**src/rtl/fetch_unit_if.sv**
```systemverilog
// Controller command bus and program-load port of fetch_unit.
// The master side is the controller or test harness; the slave side is the fetch unit.
interface fetch_unit_if #(
    parameter int PC_W    = 8,
    parameter int INSTR_W = 16
);
    logic               PC_clr;
    logic [PC_W-1:0]    PC_up;
    logic               IR_ld;
    logic [INSTR_W-1:0] IR;
    logic [PC_W-1:0]    PC;

    logic               prog_en;
    logic               prog_valid;
    logic               prog_ready;
    logic [PC_W-1:0]    prog_addr;
    logic [INSTR_W-1:0] prog_data;

    logic               run_rdy;
    logic               fetch_err;
    logic [15:0]        fetch_count;

    modport master (
        output PC_clr, PC_up, IR_ld,
        output prog_en, prog_valid, prog_addr, prog_data,
        input  IR, PC, prog_ready, run_rdy, fetch_err, fetch_count
    );

    modport slave (
        input  PC_clr, PC_up, IR_ld,
        input  prog_en, prog_valid, prog_addr, prog_data,
        output IR, PC, prog_ready, run_rdy, fetch_err, fetch_count
    );
endinterface

```
**src/rtl/fetch_unit.sv**
```systemverilog
// Instruction-fetch responder: owns PC, synchronous instruction memory and IR.
// Optional FETCH_TRACE_EN macro enables the saturating fetch_count counter.
module fetch_unit #(
    parameter int PC_W    = 8,
    parameter int INSTR_W = 16
) (
    input  logic         clk,
    input  logic         rst,
    fetch_unit_if.slave  bus
);

    typedef enum logic [1:0] {
        LOAD,
        PRIME,
        RUN
    } state_t;

    state_t             state;
    state_t             state_next;
    logic [PC_W-1:0]    pc;
    logic [PC_W-1:0]    pc_next;
    logic [INSTR_W-1:0] ir;
    logic [INSTR_W-1:0] rdata;
    logic [INSTR_W-1:0] mem [0:(1<<PC_W)-1];
    logic               pc_moved;
    logic               err;
    logic               cmd_en;
    logic               prog_ready;
    logic               run_rdy;
    logic               mem_we;
    logic               ir_ld_en;

    always_ff @(posedge clk) begin
        if (rst) begin
            state <= PRIME;
        end else begin
            state <= state_next;
        end
    end

    // Commands are honoured only in RUN when no load request is pending.
    always_comb begin
        state_next = state;
        prog_ready = 1'b0;
        run_rdy    = 1'b0;
        cmd_en     = 1'b0;
        case (state)
            PRIME: begin
                state_next = bus.prog_en ? LOAD : RUN;
            end
            LOAD: begin
                prog_ready = 1'b1;
                if (!bus.prog_en) begin
                    state_next = PRIME;
                end
            end
            RUN: begin
                run_rdy = 1'b1;
                if (bus.prog_en) begin
                    state_next = LOAD;
                end else begin
                    cmd_en = 1'b1;
                end
            end
            default: begin
                state_next = PRIME;
            end
        endcase
    end

    always_comb begin
        pc_next = '0;
        if (cmd_en) begin
            pc_next = bus.PC_clr ? '0 : pc + bus.PC_up;
        end
    end

    assign mem_we   = prog_ready && bus.prog_valid && !rst;
    assign ir_ld_en = cmd_en && bus.IR_ld;

    // Read port uses the current PC, so rdata trails any PC change by one cycle.
    always_ff @(posedge clk) begin
        if (mem_we) begin
            mem[bus.prog_addr] <= bus.prog_data;
        end
        rdata <= mem[pc];
    end

    always_ff @(posedge clk) begin
        if (rst) begin
            pc       <= '0;
            ir       <= '0;
            err      <= 1'b0;
            pc_moved <= 1'b0;
        end else begin
            pc       <= pc_next;
            pc_moved <= (pc_next != pc);
            if (ir_ld_en) begin
                ir <= rdata;
                if (pc_moved) begin
                    err <= 1'b1;
                end
            end
        end
    end

`ifdef FETCH_TRACE_EN
    logic [15:0] fetch_cnt;

    always_ff @(posedge clk) begin
        if (rst) begin
            fetch_cnt <= '0;
        end else if (ir_ld_en && (fetch_cnt != 16'hFFFF)) begin
            fetch_cnt <= fetch_cnt + 16'd1;
        end
    end

    assign bus.fetch_count = fetch_cnt;
`else
    assign bus.fetch_count = '0;
`endif

    assign bus.IR         = ir;
    assign bus.PC         = pc;
    assign bus.prog_ready = prog_ready;
    assign bus.run_rdy    = run_rdy;
    assign bus.fetch_err  = err;

endmodule

```
**src/flat_wrapper.sv**
```systemverilog
// flat-port wrapper written by rule: the top's interface ports become plain ports
module fetch_unit_flat 
#(
    parameter int PC_W    = 8,
    parameter int INSTR_W = 16
)
  (clk, rst, bus_PC_clr, bus_PC_up, bus_IR_ld, bus_prog_en, bus_prog_valid, bus_prog_addr, bus_prog_data, bus_IR, bus_PC, bus_prog_ready, bus_run_rdy, bus_fetch_err, bus_fetch_count);
  fetch_unit_if #(.PC_W(PC_W), .INSTR_W(INSTR_W)) bus_i ();
  input  logic clk;
  input  logic rst;
  input wire logic [$bits(bus_i.PC_clr)-1:0] bus_PC_clr;
  input wire logic [$bits(bus_i.PC_up)-1:0] bus_PC_up;
  input wire logic [$bits(bus_i.IR_ld)-1:0] bus_IR_ld;
  input wire logic [$bits(bus_i.prog_en)-1:0] bus_prog_en;
  input wire logic [$bits(bus_i.prog_valid)-1:0] bus_prog_valid;
  input wire logic [$bits(bus_i.prog_addr)-1:0] bus_prog_addr;
  input wire logic [$bits(bus_i.prog_data)-1:0] bus_prog_data;
  output wire logic [$bits(bus_i.IR)-1:0] bus_IR;
  output wire logic [$bits(bus_i.PC)-1:0] bus_PC;
  output wire logic [$bits(bus_i.prog_ready)-1:0] bus_prog_ready;
  output wire logic [$bits(bus_i.run_rdy)-1:0] bus_run_rdy;
  output wire logic [$bits(bus_i.fetch_err)-1:0] bus_fetch_err;
  output wire logic [$bits(bus_i.fetch_count)-1:0] bus_fetch_count;
  assign bus_i.PC_clr = bus_PC_clr;
  assign bus_i.PC_up = bus_PC_up;
  assign bus_i.IR_ld = bus_IR_ld;
  assign bus_i.prog_en = bus_prog_en;
  assign bus_i.prog_valid = bus_prog_valid;
  assign bus_i.prog_addr = bus_prog_addr;
  assign bus_i.prog_data = bus_prog_data;
  assign bus_IR = bus_i.IR;
  assign bus_PC = bus_i.PC;
  assign bus_prog_ready = bus_i.prog_ready;
  assign bus_run_rdy = bus_i.run_rdy;
  assign bus_fetch_err = bus_i.fetch_err;
  assign bus_fetch_count = bus_i.fetch_count;
  fetch_unit #(.PC_W(PC_W), .INSTR_W(INSTR_W)) u_core (.clk(clk), .rst(rst), .bus(bus_i));
endmodule
```
**config.mk**
```make
export PLATFORM = sky130hd
export DESIGN_NAME = fetch_unit_flat
export DESIGN_NICKNAME = d
export VERILOG_FILES = /design/src/rtl/fetch_unit_if.sv /design/src/rtl/fetch_unit.sv /design/src/flat_wrapper.sv
export SDC_FILE = /design/constraint.sdc
export NUM_CORES = 2
export LEC_CHECK = 0
export BUFFER_PORTS_ARGS = -buffer_cell sky130_fd_sc_hd__buf_4
export CORE_ASPECT_RATIO = 1.4
export CORE_MARGIN = 4
export CORE_UTILIZATION = 49
export DETAILED_ROUTE_END_ITERATION = 10
export SETUP_SLACK_MARGIN = 0.3
export SYNTH_ARGS = -nofsm -noshare
export SYNTH_HDL_FRONTEND = slang
export SYNTH_SLANG_ARGS = --single-unit
```
**constraint.sdc**
```tcl
create_clock -name clk -period 6.2 [get_ports clk]
set_input_delay 0.31 -clock clk [delete_from_list [all_inputs] [get_ports clk]]
set_output_delay 0.31 -clock clk [all_outputs]
set_load 0.005 [all_outputs]
```
==> metrics <==
outcome=completed; synth unique cells=58; Final Util=55.4%; Comb power frac=1.8%; crit share post-route=75.7%; RSZ-0062 raised after global routing=no; placed cells=11,585; FF/Latch Area=124,000 um^2; H-tree Lvls=5; WHS Endpoint=u_core.mem[51][0]; first-pass GRT wire length=595,000 um; number of I/O pins=81; Final Instance Count excl. Fillers=12,305; ys async rst share=0%; Levels on crit path=7; r2r endpoint=u_core.mem[61][9]; largest area contributor in the netlist=edfxtp_1; Final Hold Vio Count=0; critical path type=reg -> reg; Min-Delay Path Depth=1; Pint=43.9 mW; GRT Total Usage=25.2%; Die H=681 um; top_reg_cell synth=edfxtp_1; clock sink count=4,140; pwr/cell area=308 nW/um^2; drt pass-1 iters=5; R2R depth=7; critical path's slowest cell=nor2_2; Die ar.=333,000 um^2; Area contributors post-synth=edfxtp_1, mux4_2, mux2i_1; Net count, final=7,823; critical path cell sequence=inv_1 > ha_1 > nand2_1 > or2_2 > nor3b_1 > nand3_2 > nor2_2; CTS tree=done; startpoint types=flop; Post-synth EDFFs=4,096; worst skew pair latency=0.92 ns; TNS Setup=0 ns; antenna violations before repair=15; GRT Residual Overflow=0; yosys warns=0; Via Count=76,851; Iteration-0 DRC Markers=8,673; Tightest Pin Transition=1.38 ns; Syn Area/Cell=21.7 um^2; setup ws final=1.50 ns; Placeable Area=321,000 um^2; Root Buffer=clkbuf_16; flop2flop setup slack=1.50 ns; sequential share of the synthesized area=78.2%; final slew viol count=0; Max-Cap Viols=0; most numerous cell in the Yosys netlist=edfxtp_1; Leak=53.5 nW; DRC errors left=0; Placer Congestion=0.847; CP peak stage delay=1.22 ns; largest net degree at the start of global routing=173; Flop pwr share=56.1%; Multi-input gate area=32,300 um^2; Post-Place Setup Slack=1.60 ns; # fillers=24,153; post-synth top area share=77.7%; setup violation total in the final timing report=0; Clock power frac=42.1%; deepest clock path buffer count=4; Port Buf Inserts=64; clock skew=0.0382 ns; Routed WL per cell=34.2 um; Hold WS=0.00749 ns; Psw=10.9 mW; Tmin final=4.70 ns; Sw Ratio=19.9%; Required @ worst endpoint=6.71 ns; Hold/Removal Path Class=in -> reg; Routed Wire Length=421,000 um; Post-Syn Instances=7,315; cell area after synthesis=158,000 um^2; flops & latches, synth=4,140; FF-to-FF Start=u_core.state[0]; # rows=246; Worst-path clk slew=0.06 ns; vias in the first global route=77,825; Antenna Nets Post-Route=0; layout cells sized above 1=24.0%; CP max FO=16; max_slew headroom=8.10%; Fmax achieved=0.213 GHz; Post-synth top cells=edfxtp_1, mux4_2, mux2i_1; Die Wd=489 um; CP delay by family, top=simple AND/OR/NAND/NOR gates; hpwl dp=246,000 um; layout overhead on the synthesized area=12.5%; Post-CTS Setup Bufs=0; Crit. End Element=flop; WP buf/inv=1; HP Start=bus_prog_data[0]; Initial Utilization=49.3%; CTS buffer count=380; maximum VDD drop=0.389 mV; worst path arrival time=5.20 ns; vias per inst=6.25
logic make-up (layout without fill, tap and decap cells):
family	count (synthesis)	count (layout)	synth area share [%]
DFF	4140	4140	78.2
muxes	1362	1362	15.1
AOI/OAI and AO/OA	674	674	3.01
and+or+nand+nor	649	649	1.88
buffers and inverters	470	1217	1.69
adders and majority gates	11	11	0.0916
xor gates and xnor gates	8	8	0.0537
other	1	28	0.00237
stage by stage:
stage | instance area (um^2) | power [mW]
2_1_floorplan | 158000 | 31.6
3_3_place_gp | 166000 | 32.3
3_5_place_dp | 166000 | 32.3
4_1_cts | 178000 | 55.2
5_1_grt | 178000 | 56.4
6_report | 178000 | 54.8
cell usage in the layout (no fill, tap or decap), drive strengths merged, types with 5 or more instances in the layout:
master | netlist | layout
or3 | 8 | 8
a22oi | 84 | 84
inv | 28 | 35
nor4 | 94 | 94
a31oi | 46 | 46
a211oi | 12 | 12
nor3 | 34 | 34
nand4 | 12 | 12
buf | 256 | 480
dlygate4sd3 | 0 | 23
nand3 | 17 | 17
a21oi | 18 | 18
clkbuf | 186 | 464
ha | 10 | 10
nand2b | 6 | 6
edfxtp | 4096 | 4096
a2111oi | 22 | 22
nand2 | 68 | 68
a221oi | 32 | 32
bufinv | 0 | 33
nor2b | 28 | 28
clkinvlp | 0 | 24
dfxtp | 44 | 44
o211ai | 7 | 7
nor2 | 355 | 355
mux4 | 816 | 816
o22ai | 291 | 291
o21ai | 44 | 44
or2 | 6 | 6
diode | 0 | 12
conb | 1 | 16
mux2i | 546 | 546
a22o | 108 | 108
xor2 | 5 | 5
clkinv | 0 | 158
state kept, by name, summed over array words and instances (netlist names):
signal / flops
u_core.mem: 4096
u_core.bus.IR: 16
u_core.rdata: 16
u_core.bus.PC: 8
u_core.state: 2
u_core.bus.fetch_err: 1
u_core.pc_moved: 1
worst register-to-register path, delay by kind of cell (launching register included):
family,cells,cell delay (ns)
AND/OR/NAND/NOR,5,3.55
flip-flops,1,0.35
adder cells (fa/ha/maj),1,0.24
buffers and inverters,1,0.14
how the worst max path moves through the flow:
stage	startpoint	to	slack, ns
floorplan	u_core.bus.PC[1]	u_core.pc_moved	3.32
global placement	u_core.bus.PC[0]	u_core.rdata[12]	1.24
detailed placement	u_core.bus.PC[0]	u_core.rdata[5]	1.60
CTS	u_core.bus.PC[0]	u_core.rdata[5]	1.58
global route	u_core.bus.PC[0]	u_core.rdata[5]	1.49
finish	u_core.state[0]	u_core.mem[61][9]	1.50
area by class of cell:
class,instances,area share [%]
clock buffer,463,5.66
antenna,12,0.0169
sequential,4140,69.6
inverter,28,0.0590
tap,4216,2.96
clock inverter,222,1.14
timing repair buffer,504,2.49
multi-input combinational,2720,18.1
power groups by stage:
stage,Combinational (mW),Sequential [mW],Clock (mW)
final,0.967,30.8,23.1
after global routing,1.02,30.8,24.6
after CTS,0.976,30.8,23.5
after detailed placement,0.959,31.4,0
after global placement,0.923,31.4,0
after floorplan,0.260,31.4,0
layer usage:
metal	global-route usage (%)	part of all wire, %	vias to the layer above
li1	-	-	31663
met1	33.0	38	41462
met2	42.4	50	3066
met3	4.41	7.1	656
met4	9.77	4.4	4
met5	0	0.0062	-
what timing repair did:
| action | in CTS | in global routing |
|---|---|---|
| hold buffers | 23 | 0 |
| endpoints found under the hold margin | 841 | 0 |
| gates resized for setup | 0 | 0 |
(Power assumes the default switching activity.)
